`config.mk`:
```
export PLATFORM = sky130hd
export DESIGN_NAME = quadrilatero_tile_sequencer
export DESIGN_NICKNAME = d
export VERILOG_FILES = /design/src/rtl/quadrilatero_tile_sequencer.sv
export SDC_FILE = /design/constraint.sdc
export NUM_CORES = 1
export LEC_CHECK = 0
export ABC_AREA = 0
export BUFFER_PORTS_ARGS = -buffer_cell sky130_fd_sc_hd__clkbuf_2
export CAP_MARGIN = 20
export CORE_ASPECT_RATIO = 1.25
export CORE_UTILIZATION = 51
export CTS_CLUSTER_SIZE = 25
export DETAILED_ROUTE_END_ITERATION = 12
export PLACE_DENSITY = 0.77
export SLEW_MARGIN = 20
export SYNTH_ARGS = -nofsm -noshare
export SYNTH_HDL_FRONTEND = slang
export SYNTH_SLANG_ARGS = --single-unit
```
`constraint.sdc`:
```
create_clock -name clk_i -period 10.4 [get_ports clk_i]
set_clock_uncertainty 0.1 [all_clocks]
set_input_delay 1.56 -clock clk_i [delete_from_list [all_inputs] [get_ports clk_i]]
set_output_delay 1.56 -clock clk_i [all_outputs]
set_load 0.05 [all_outputs]
```
`src/rtl/quadrilatero_tile_sequencer.sv`:
```
// quadrilatero_tile_sequencer
// Expands one tile-GEMM command (C[md] = sum_k A_k * B_k) into the encoded
// matrix-extension stream MZERO, K x (MLD_W A, MLD_W B, FMMACC_S), MST_W and
// issues it word by word over a valid/ready port.
// Optional build macro: QUADRILATERO_SEQ_PERF_EN adds accepted-word and
// stall-cycle performance counters.
module quadrilatero_tile_sequencer #(
  parameter int         KCNT_W  = 8,
  parameter int         MREG_W  = 3,
  parameter logic [4:0] RS1_IDX = 5'd10,
  parameter logic [4:0] RS2_IDX = 5'd11
) (
  input  logic              clk_i,
  input  logic              rst_i,
  input  logic              cmd_valid_i,
  output logic              cmd_ready_o,
  input  logic [MREG_W-1:0] cmd_md_i,
  input  logic [MREG_W-1:0] cmd_ms1_i,
  input  logic [MREG_W-1:0] cmd_ms2_i,
  input  logic [KCNT_W-1:0] cmd_k_i,
  input  logic [31:0]       cmd_a_addr_i,
  input  logic [31:0]       cmd_a_step_i,
  input  logic [31:0]       cmd_b_addr_i,
  input  logic [31:0]       cmd_b_step_i,
  input  logic [31:0]       cmd_c_addr_i,
  input  logic [31:0]       cmd_stride_i,
  output logic              issue_valid_o,
  input  logic              issue_ready_i,
  output logic [31:0]       issue_instr_o,
  output logic [31:0]       issue_rs1_o,
  output logic [31:0]       issue_rs2_o,
  output logic              done_o
`ifdef QUADRILATERO_SEQ_PERF_EN
  ,
  output logic [31:0]       perf_instr_cnt_o,
  output logic [31:0]       perf_stall_cnt_o
`endif
);

  typedef enum logic [2:0] {
    IDLE = 3'd0,
    ZERO = 3'd1,
    LDA  = 3'd2,
    LDB  = 3'd3,
    MAC  = 3'd4,
    ST   = 3'd5,
    DONE = 3'd6
  } state_t;

  localparam logic [KCNT_W-1:0] K_ONE  = {{(KCNT_W-1){1'b0}}, 1'b1};
  localparam logic [KCNT_W-1:0] K_ZERO = {KCNT_W{1'b0}};

  state_t              state;
  logic [MREG_W-1:0]   md_r;
  logic [MREG_W-1:0]   ms1_r;
  logic [MREG_W-1:0]   ms2_r;
  logic [KCNT_W-1:0]   k_r;
  logic [KCNT_W-1:0]   kcnt;
  logic [31:0]         a_ptr;
  logic [31:0]         b_ptr;
  logic [31:0]         a_step_r;
  logic [31:0]         b_step_r;
  logic [31:0]         c_addr_r;
  logic [31:0]         stride_r;

  logic                accept;
  logic [KCNT_W-1:0]   kcnt_next;
  logic [31:0]         a_ptr_next;
  logic [31:0]         b_ptr_next;

  assign accept     = issue_valid_o & issue_ready_i;
  assign kcnt_next  = kcnt + K_ONE;
  assign a_ptr_next = a_ptr + a_step_r;
  assign b_ptr_next = b_ptr + b_step_r;

  function automatic logic [31:0] enc_mzero(input logic [MREG_W-1:0] md);
    enc_mzero = {5'b11111, 9'b0, md, 15'b000000000101011};
  endfunction

  function automatic logic [31:0] enc_fmmacc(input logic [MREG_W-1:0] md,
                                             input logic [MREG_W-1:0] ms1,
                                             input logic [MREG_W-1:0] ms2);
    enc_fmmacc = {8'b00001000, ms2, ms1, md, 15'b000100000101011};
  endfunction

  function automatic logic [31:0] enc_mld(input logic [MREG_W-1:0] md);
    enc_mld = {7'b0000010, RS2_IDX, RS1_IDX, 5'b00010, md, 7'b0101011};
  endfunction

  function automatic logic [31:0] enc_mst(input logic [MREG_W-1:0] ms3);
    enc_mst = {7'b0000110, RS2_IDX, RS1_IDX, 5'b00010, ms3, 7'b0101011};
  endfunction

  // Sequencer FSM: accepts a command, then presents the next word each time the current one is taken
  always_ff @(posedge clk_i or posedge rst_i) begin
    if (rst_i) begin
      state         <= IDLE;
      cmd_ready_o   <= 1'b1;
      issue_valid_o <= 1'b0;
      issue_instr_o <= 32'd0;
      issue_rs1_o   <= 32'd0;
      issue_rs2_o   <= 32'd0;
      done_o        <= 1'b0;
      md_r          <= {MREG_W{1'b0}};
      ms1_r         <= {MREG_W{1'b0}};
      ms2_r         <= {MREG_W{1'b0}};
      k_r           <= K_ZERO;
      kcnt          <= K_ZERO;
      a_ptr         <= 32'd0;
      b_ptr         <= 32'd0;
      a_step_r      <= 32'd0;
      b_step_r      <= 32'd0;
      c_addr_r      <= 32'd0;
      stride_r      <= 32'd0;
    end else begin
      case (state)
        IDLE: begin
          done_o <= 1'b0;
          if (cmd_valid_i && cmd_ready_o) begin
            md_r          <= cmd_md_i;
            ms1_r         <= cmd_ms1_i;
            ms2_r         <= cmd_ms2_i;
            k_r           <= cmd_k_i;
            kcnt          <= K_ZERO;
            a_ptr         <= cmd_a_addr_i;
            b_ptr         <= cmd_b_addr_i;
            a_step_r      <= cmd_a_step_i;
            b_step_r      <= cmd_b_step_i;
            c_addr_r      <= cmd_c_addr_i;
            stride_r      <= cmd_stride_i;
            cmd_ready_o   <= 1'b0;
            issue_valid_o <= 1'b1;
            issue_instr_o <= enc_mzero(cmd_md_i);
            issue_rs1_o   <= 32'd0;
            issue_rs2_o   <= 32'd0;
            state         <= ZERO;
          end
        end
        ZERO: begin
          if (accept) begin
            if (k_r != K_ZERO) begin
              issue_instr_o <= enc_mld(ms1_r);
              issue_rs1_o   <= a_ptr;
              issue_rs2_o   <= stride_r;
              state         <= LDA;
            end else begin
              issue_instr_o <= enc_mst(md_r);
              issue_rs1_o   <= c_addr_r;
              issue_rs2_o   <= stride_r;
              state         <= ST;
            end
          end
        end
        LDA: begin
          if (accept) begin
            issue_instr_o <= enc_mld(ms2_r);
            issue_rs1_o   <= b_ptr;
            issue_rs2_o   <= stride_r;
            state         <= LDB;
          end
        end
        LDB: begin
          if (accept) begin
            issue_instr_o <= enc_fmmacc(md_r, ms1_r, ms2_r);
            issue_rs1_o   <= 32'd0;
            issue_rs2_o   <= 32'd0;
            state         <= MAC;
          end
        end
        MAC: begin
          if (accept) begin
            a_ptr <= a_ptr_next;
            b_ptr <= b_ptr_next;
            kcnt  <= kcnt_next;
            if (kcnt_next == k_r) begin
              issue_instr_o <= enc_mst(md_r);
              issue_rs1_o   <= c_addr_r;
              issue_rs2_o   <= stride_r;
              state         <= ST;
            end else begin
              // Next A load uses the pointer being advanced this cycle
              issue_instr_o <= enc_mld(ms1_r);
              issue_rs1_o   <= a_ptr_next;
              issue_rs2_o   <= stride_r;
              state         <= LDA;
            end
          end
        end
        ST: begin
          if (accept) begin
            issue_valid_o <= 1'b0;
            issue_instr_o <= 32'd0;
            issue_rs1_o   <= 32'd0;
            issue_rs2_o   <= 32'd0;
            done_o        <= 1'b1;
            state         <= DONE;
          end
        end
        DONE: begin
          done_o      <= 1'b0;
          cmd_ready_o <= 1'b1;
          state       <= IDLE;
        end
        default: begin
          state         <= IDLE;
          cmd_ready_o   <= 1'b1;
          issue_valid_o <= 1'b0;
          done_o        <= 1'b0;
        end
      endcase
    end
  end

`ifdef QUADRILATERO_SEQ_PERF_EN
  // Performance counters: words accepted and cycles stalled by the dispatch stage
  always_ff @(posedge clk_i or posedge rst_i) begin
    if (rst_i) begin
      perf_instr_cnt_o <= 32'd0;
      perf_stall_cnt_o <= 32'd0;
    end else begin
      if (accept) begin
        perf_instr_cnt_o <= perf_instr_cnt_o + 32'd1;
      end
      if (issue_valid_o && !issue_ready_i) begin
        perf_stall_cnt_o <= perf_stall_cnt_o + 32'd1;
      end
    end
  end
`endif

endmodule

```
# == Word level (Yosys, flattened, before mapping) ==
# Index checks and enable logic that the tools add are counted.
# word_totals
ff_bits,319
in_bits,213
# classes
n_reduce_logical,21
n_eq_ne,15
bitwise_logic,4
muxes,43
n_addsub,3
# op_table
operator,count
two-way mux 32 bit,17
case mux 32 bit (6 select lines),1
case mux 32 bit (5 select lines),1
case mux 32 bit (2 select lines),2
case mux 32 bit (3 select lines),1
adder 32 bit,2
two-way mux 28 bit,2
two-way mux 3 bit,8
case mux 3 bit (6 select lines),1
two-way mux 8 bit,2
case mux 8 bit (2 select lines),1
inequality test 2 bit (second input constant),6
AND reduction 6 bit,2
OR reduction 5 bit,2
equality test 3 bit (second input constant),3
adder 8 x 1 -> 8 bit (second input constant),1
equality test 8 bit,1
nonzero test 8 bit,1
AND reduction 7 bit,1
equality test 3 x 2 -> 1 bit (second input constant),2
AND reduction 2 bit,3
AND reduction 3 bit,2
nonzero test 6 bit,1
nonzero test 5 bit,1
other kinds (15),22

# == Logic depth before layout (Yosys ltp) ==
# Gate-level depths: netlist (run 1).
# logic_depth
depth_word,5
mapped_depth,13
depth_no_buf,13

# == Least setup slack after synthesis (run 1) ==
# No wires, ideal clock.
# synth_timing
kind,input -> register
from,input issue_ready_i
to,register issue_rs2_o[10]
arrival_time_ns,3.129
required_time_ns,10.234
stages,8
slack_ns,7.105
cell_sequence,and2_1 -> o32ai_1 -> or2_2 -> clkbuf_1 -> buf_2 -> buf_2 -> nand2_1 -> nand2_1
# synth_via
elab_chain_cells,3
# synth_rtl
item,line,text
from (decl),28,"input logic issue_ready_i,"
AND 1 bit *,71,assign accept = issue_valid_o & issue_ready_i;
inequality test 2 x 1 -> 1 bit (no line),--,
AND reduction 4 bit (no line) *,--,
to (signal assigned),144,issue_rs2_o <= stride_r;
to (signal assigned),149,issue_rs2_o <= stride_r;
to (signal assigned),158,issue_rs2_o <= stride_r;
to (decl),31,"output logic [31:0] issue_rs2_o,"
# Mark *: on every way between the ends. The rest lies on a longest branch, timed or not.
# A chain may end at the register's enable or synchronous reset.

# == Worst setup path in the final report (run 1) ==
# layout_timing
from,input issue_ready_i
to,register issue_rs1_o[30]
# layout_via
elab_chain_cells,3
# layout_rtl
item,line,text
AND 1 bit *,71,
inequality test 2 x 1 -> 1 bit (no line) or inequality test 2 bit (tied branches),--,
AND reduction 6 bit (no line) *,--,
to (signal assigned),143,issue_rs1_o <= a_ptr;
to (signal assigned),148,issue_rs1_o <= c_addr_r;
to (signal assigned),157,issue_rs1_o <= b_ptr;
to (decl),30,"output logic [31:0] issue_rs1_o,"
# Marks and branches as above.

==> impl_metrics.toml, run 1 <==
[global_route]
grt_pass1_wl_um = 76800
grt_use_total_pct = 29.6
grt_max_degree = 145
grt_pass1_vias = 14600
antenna_found_initial = 0
grt_overflow = 0

[synth]
netlist_instances = 1948
ys_ff_latch = 304
synth_edf_count = 0
ys_types = 80
yosys-top-cells-area = "dfrtp_1, nand2_1, ha_1"
async_flop_share_pct = 100
postSynthAreaPerCell_um2 = 8.40
ys_seq_area_share_pct = 46.5
yosysWarnings = 0
yosys.area.top_type = "dfrtp_1"
syn_area_um2 = 16400
synth_top_area_share_pct = 46.4
ys.flop_type = "dfrtp_1"

[setup_path]
critPathRequiredTime_ps = 10770
worstSetupStartpoint = "issue_ready_i"
slowest_delay_ps = 800
critical_path_class = "in2reg"
startpoint_type = "input port"
reg2reg_from = "state[1]"
path_max_fanout = 38
cp-endpoint = "issue_rs1_o[30]"
cp-end-kind = "register"
crit_slowest_cell = "o32ai_1"
rrSetupSlack_ps = 6920
r2r_cells = 8
cp_cell_sequence = "clkbuf_2, and2_1, o32ai_1, or2_2, buf_4, a221oi_1, nand2_1, o22ai_1, a21oi_1"
r2r_end = "issue_rs1_o[30]"
cp.arrival_ps = 4280

[route]
drtIter0Drc = 1468
drc = 0
vias_per_cell = 5.77
wl_per_cell_um = 18.5
dr.pass1.iters = 6
routed_wl_um = 48400
ant_nets = 0
via_count = 15100

[timing]
maxSlewHeadroom_pct = 32.4
fmax_mhz = 256
hold_viol_final = 0
setup-tns-final_ps = 0
finalSetupViolCount = 0
tightest_slew_ps = 1010
rsz0062_at_grt = "no"
worst_slack_ps = 6490
fin_crit_ps = 3910
finalMaxSlewViolations = 0
fin_crit_sh_pct = 37.6
whs_ps = 365

[run_status]
status = "finished clean"

[power]
peakVddDrop_uv = 206
power_density_nw_per_um2 = 375
p_leak_uw = 0.00994

[hold_path]
hold_class = "reg2reg"

[clocking]
clockBufferDepth = 3
postCtsHoldBufs = 0
cts-root-buf = "clkbuf_16"
clk_latency_ps = 550
cts_sinks = 304
cts_resized = 0
tritoncts = "yes"
clkTransAtPathRegs_ps = 60
post-cts-setup-buffer-count = 0
cts_buffers = 30
htree_levels = 1

[floorplan]
fp.dieW_um = 162
die_area_um2 = 32800
num_io_pins = 312
initial_core_util_pct = 52.3
core_area_um2 = 31300
die_h_um = 202
rows = 72

[placement]
place_area_um2 = 18000
place_congestion = 0.958
port_buffers = 302
hpwl_um = 34200
pre_cts_ws_ps = 5880

[cells_and_area]
syn_to_final_growth_pct = 16.8
multi_input_area_um2 = 8210
num-nets-final = 2465
antennaDiodeCount = 0
final_area_um2 = 19100
fill_cells = 2793
regArea_um2 = 7610
drive_gt1_share_pct = 18.5

[job]
maxCapViolations = 0
cell usage after synthesis (16+ instances only):
master    count
a21o_1       31
a21oi_1     121
a22o_1       16
a31oi_1      42
and3_1       20
clkbuf_1     87
dfrtp_1     303
ha_1         66
inv_1        23
nand2_1     673
nand3_1      54
nor2_1      100
o21ai_0      96
xnor2_1      38
xor2_1       26
how the worst min path moves through the flow:
stage / slack, ps / endpoint / startpoint / depth (start not counted)
3_3_place_gp: 350 / issue_rs2_o[1] / issue_rs2_o[1] / 2
3_5_place_dp: 360 / issue_rs2_o[12] / issue_rs2_o[12] / 2
2_1_floorplan: 340 / c_addr_r[30] / c_addr_r[30] / 2
5_1_grt: 400 / issue_rs2_o[28] / issue_rs2_o[28] / 2
6_report: 370 / issue_rs2_o[27] / issue_rs2_o[27] / 2
4_1_cts: 370 / issue_rs2_o[27] / issue_rs2_o[27] / 2
critical path, delay by kind of cell:
family                 cells  cell delay, ps
AO/OA/AOI/OAI              4            1120
buffers and inverters      2             570
AND/OR/NAND/NOR            3             990
power by group:
| group | internal (µW) | switching, µW |
|---|---|---|
| registers | 1700 | 426 |
| clock network | 658 | 469 |
| logic | 1360 | 2560 |
kinds of logic (layout without fill, tap and decap cells):
family / Yosys count / in the layout / share of synthesized area (%)
fa+ha+maj: 68 / 68 / 5.29
mux: 11 / 11 / 0.757
xor+xnor: 64 / 64 / 3.43
flops: 304 / 304 / 46.5
simple gates: 917 / 917 / 22.9
other cells: 1 / 9 / 0.0229
buf+inv: 145 / 397 / 3.85
compound gates: 438 / 438 / 17.2
layout by cell type (no fill, tap or decap), types with 38 or more instances in the layout:
cell type  instances
nand2_1          671
dfrtp_1          303
clkbuf_2         302
a21oi_1          120
nor2_1            98
o21ai_0           96
ha_1              66
nand3_1           53
a31oi_1           42
xnor2_1           38
layout make-up:
class | instances | share of cell area [%]
Clock buffer | 45 | 4.81
Multi-Input combinational cell | 1507 | 43.0
Tap cell | 407 | 2.67
Clock inverter | 11 | 0.570
Timing Repair Buffer | 318 | 8.65
Inverter | 23 | 0.491
Sequential cell | 304 | 39.8
metrics by stage:
stage | std cells | power [µW] | util (%)
final | 2615 | 7170 | 61.1
after floorplan | 1956 | 5020 | -
after CTS | 2614 | 7130 | 61.0
after global placement | 2558 | 5870 | 57.7
after global routing | 2615 | 7680 | 61.1
after detailed placement | 2558 | 5980 | 57.7
flip-flops by register name, summed over array words and instances (netlist names):
register       count
a_ptr             32
a_step_r          32
b_ptr             32
b_step_r          32
c_addr_r          32
cmd_ready_o        1
done_o             1
issue_instr_o     17
issue_rs1_o       32
issue_rs2_o       32
issue_valid_o      1
k_r                8
kcnt               8
md_r               3
ms1_r              3
ms2_r              3
state              3
stride_r          32
routing by layer:
metal	vias to the layer above	share of wire, %	routed length, µm	track usage (%)
met5	-	0	0	0
met4	0	4.1	1980	12.0
met3	114	7.5	3640	3.69
met2	726	47	23000	48.8
met1	7153	41	19800	39.3
li1	7093	-	-	-
(Power assumes the default switching activity.)
==> inputs of run 2 (changes only) <==
- CORE_UTILIZATION: 51 -> 55
- PLACE_DENSITY: 0.77 -> 0.79
- clock period: 10.4 -> 4.1 ns (I/O delays scaled with it)
==> impl_metrics.toml, run 2 (synthesized netlist as in run 1, its figures left out) <==
[floorplan]
rows = 70
die_h_um = 195
num_io_pins = 312
die_area_um2 = 30400
core_area_um2 = 29300
fp.dieW_um = 156
initial_core_util_pct = 55.9

[global_route]
grt_pass1_vias = 14800
antenna_found_initial = 0
grt_overflow = 0
grt_pass1_wl_um = 77600
grt_use_total_pct = 32.3
grt_max_degree = 127

[clocking]
htree_levels = 1
cts-root-buf = "clkbuf_16"
clockBufferDepth = 3
cts_buffers = 31
clkTransAtPathRegs_ps = 70
clk_latency_ps = 570
tritoncts = "yes"
cts_sinks = 304

[setup_path]
reg2reg_from = "b_ptr[0]"
rrSetupSlack_ps = 860
worstSetupStartpoint = "b_ptr[0]"
critical_path_class = "reg2reg"
cp-endpoint = "b_ptr[24]"
cp-end-kind = "register"
cp.arrival_ps = 3570
startpoint_type = "register"
r2r_cells = 13
critPathRequiredTime_ps = 4430
path_max_fanout = 4
r2r_end = "b_ptr[24]"

[placement]
place_congestion = 0.944
place_area_um2 = 18100
port_buffers = 302
hpwl_um = 34600
pre_cts_ws_ps = 946

[timing]
finalMaxSlewViolations = 0
maxSlewHeadroom_pct = 29.5
rsz0062_at_grt = "no"
fin_crit_ps = 3240
tightest_slew_ps = 1060
fin_crit_sh_pct = 79.0
fmax_mhz = 309
finalSetupViolCount = 0
worst_slack_ps = 859
hold_viol_final = 0

[cells_and_area]
layout_common_cells = "nand2_1, dfrtp_1, clkbuf_2"
fill_cells = 2447
syn_to_final_growth_pct = 18.0
final_area_um2 = 19300
drive_gt1_share_pct = 19.0
mostFrequentLayoutCell = "nand2_1"
multi_input_area_um2 = 8210
num-nets-final = 2475
regArea_um2 = 7610

[hold_path]
hold_class = "in2reg"

[route]
routed_wl_um = 49100
wl_per_cell_um = 18.8
dr.pass1.iters = 6
via_count = 15200
drtIter0Drc = 1178
drc = 0
vias_per_cell = 5.80
ant_nets = 0

[power]
p_leak_uw = 0.0101
totalPowerFinal_uw = 18700
power_density_nw_per_um2 = 968
peakVddDrop_uv = 441

[run_status]
status = "finished clean"

[job]
maxCapViolations = 0
## run 2: through the flow
step | hold WS (ps) | TNS [ps] | utilization (%) | instances
after floorplan | 339 | -199130 | - | 1956
after global placement | 348 | 0 | 62.0 | 2556
after detailed placement | 355 | 0 | 62.0 | 2556
after CTS | 122 | 0 | 66.0 | 2615
after global routing | 132 | 0 | 66.0 | 2615
final | 130 | 0 | 66.0 | 2616
## run 2: power breakdown
group	internal, µW	switching (µW)
clock	1920	1230
sequential	4310	1120
combinational	3490	6600
## run 2: cell type report
cell class	count	share of cell area, %
Antenna cell	1	0.0130
Clock buffer	38	4.41
Clock inverter	20	1.51
Inverter	23	0.467
Multi-Input combinational cell	1507	42.5
Sequential cell	304	39.4
Tap cell	396	2.57
Timing Repair Buffer	327	9.07
## run 2: metal layers
layer / vias up / global-route usage, % / wire length (µm)
li1: 7117 / - / -
met1: 7183 / 42.5 / 20000
met2: 727 / 52.6 / 22900
met3: 147 / 4.77 / 3850
met4: 0 / 15.0 / 2320
met5: - / 0 / 0
## run 2: how the worst min path moves through the flow
stage,from,to,slack [ps],cells past startpoint
finish,cmd_c_addr_i[4],c_addr_r[4],130,3
global route,cmd_b_step_i[27],b_step_r[27],130,3
CTS,cmd_a_step_i[3],a_step_r[3],120,3
detailed placement,issue_rs2_o[25],issue_rs2_o[25],360,2
global placement,issue_rs2_o[25],issue_rs2_o[25],350,2
floorplan,c_addr_r[30],c_addr_r[30],340,2
## run 2: repair_timing
item / CTS / global route
endpoints found under the hold margin: 6 / 0
buffers inserted: 0 / 0
resized for setup: 0 / 0
hold buffers: 1 / 0
## run 2: worst max-delay path: stages (launching register included)
cell	delay (ps)
dfrtp_1	370
ha_1	200
inv_1	60
fa_1	380
nor2b_1	230
o21ai_0	150
a21oi_1	240
o211ai_1	170
a31o_2	290
o211ai_1	320
nand2_1	130
o21ai_0	230
xnor2_1	150
o22ai_1	90
==> inputs of run 3 (changes only) <==
- CORE_UTILIZATION: 55 -> 51
- PLACE_DENSITY: 0.79 -> 0.77
- clock period: 4.1 -> 2.8 ns (I/O delays scaled with it)
==> impl_metrics.toml, run 3 (synthesized netlist as in run 1, its figures left out) <==
[run_status]
status = "finished with violations"
violations = "negative setup slack"

[setup_path]
cp.arrival_ps = 3240
startpoint_type = "register"
cp_common_cell = "buf_4"
worstSetupStartpoint = "a_ptr[8]"
slowest_delay_ps = 410
reg2reg_from = "a_ptr[8]"
rrSetupSlack_ps = -130
critical_path_class = "reg2reg"
crit_slowest_cell = "dfrtp_1"
cp-end-kind = "register"
critPathRequiredTime_ps = 3110
path_max_fanout = 4
cp_cell_sequence = "ha_4, buf_6, inv_1, o21ai_0, a21oi_1, a211o_1, a211o_1, buf_4, a21boi_2, buf_4, buf_4, nor2_4, a221oi_1, o21ai_1"

[cells_and_area]
mostFrequentLayoutCell = "nand2_1"
drive_gt1_share_pct = 26.2
final_area_um2 = 22200
num-nets-final = 2729
layout_common_cells = "nand2_1, dfrtp_1, clkbuf_2"
fin_util_pct = 71.1
antennaDiodeCount = 0
layout.cells.non_filler = 2877
syn_to_final_growth_pct = 35.9

[hold_path]
holdCritStartpoint = "cmd_k_i[0]"
hold_class = "in2reg"

[floorplan]
die_area_um2 = 32800
fp.dieW_um = 162
rows = 72
die_h_um = 202
initial_core_util_pct = 52.3
core_area_um2 = 31300
num_io_pins = 312

[power]
peakVddDrop_uv = 934
power_density_nw_per_um2 = 1400
p_leak_uw = 0.0113

[timing]
fin_crit_sh_pct = 105
hold_viol_final = 0
rsz0062_at_grt = "yes"
fin_crit_ps = 2930
fmax_mhz = 341
finalMaxSlewViolations = 0
maxSlewHeadroom_pct = 46.4
finalSetupViolCount = 16
setup-tns-final_ps = -971
worst_slack_ps = -134
tightest_slew_ps = 802

[placement]
pre_cts_ws_ps = -274
dp.cells = 2676
place_congestion = 0.959
hpwl_um = 37700
place_area_um2 = 19100
port_buffers = 302

[clocking]
clk_latency_ps = 540
tritoncts = "yes"
cts_sinks = 304
cts_buffers = 34
clkTransAtPathRegs_ps = 60
htree_levels = 2
cts-root-buf = "clkbuf_16"
clockBufferDepth = 3

[route]
ant_nets = 0
drtIter0Drc = 1751
wl_per_cell_um = 19.7
via_count = 16600
routed_wl_um = 56700
dr.pass1.iters = 6
drc = 0
vias_per_cell = 5.79

[global_route]
grt_pass1_vias = 16700
grt_pass1_wl_um = 87600
grt_overflow = 0
grt_use_total_pct = 34.1
antenna_found_initial = 1
grt_max_degree = 104

[job]
maxCapViolations = 0
run 3: final timing paths:
| check | to | cells after the start |
|---|---|---|
| setup / recovery | issue_rs1_o[18] | 14 |
| hold / removal | k_r[0] | 3 |
| setup reg to reg | issue_rs1_o[18] | 14 |
| hold reg to reg | issue_rs2_o[6] | 2 |
| max in group asynchronous | b_step_r[11] | 4 |
| min in group asynchronous | ms1_r[1] | 3 |
run 3: layer usage:
| metal | up-vias | share of wire [%] | track usage (%) |
|---|---|---|---|
| met5 | - | 0.026 | 0 |
| met4 | 2 | 5.5 | 18.6 |
| met3 | 218 | 8.3 | 6.14 |
| met2 | 861 | 48 | 56.9 |
| met1 | 7966 | 38 | 41.7 |
| li1 | 7601 | - | - |
run 3: layout make-up:
| class | count | area [µm²] |
|---|---|---|
| clock buffers | 45 | 993 |
| clock inverters | 13 | 178 |
| fillers | 2299 | 9040 |
| inverters | 23 | 90.1 |
| multi-input cells | 1508 | 8820 |
| flip-flops and latches | 304 | 7610 |
| well taps | 407 | 509 |
| repair buffers | 577 | 4030 |
run 3: where the power goes:
part / internal, µW / total [µW] / leakage (µW) / switching [µW]
Clock: 2870 / 4750 / 0.000582 / 1880
Combinational: 7260 / 18400 / 0.00694 / 11200
Sequential: 6310 / 7940 / 0.00381 / 1630
run 3: what timing repair did:
action | CTS | global route
hold endpoints to repair | 126 | 0
hold buffers | 115 | 0
pin swaps | 36 | 52
cloned | 0 | 1
gates resized for setup | 38 | 93
endpoints found under the setup margin | 38 | 58
setup buffers | 12 | 16
run 3: through the flow:
stage / power [µW] / hold slack (ps)
after CTS: 29400 / 0.367
after floorplan: 18700 / 339
final: 31100 / 5.30
after global routing: 32900 / 14.2
after detailed placement: 23900 / 358
after global placement: 23400 / 348
run 3: critical path: cells and delay by family, from the launching register on:
| kind | cells | cell delay, ps |
|---|---|---|
| compound gates | 7 | 1420 |
| buf+inv | 5 | 540 |
| flops | 1 | 410 |
| fa+ha+maj | 1 | 300 |
| simple gates | 1 | 30 |
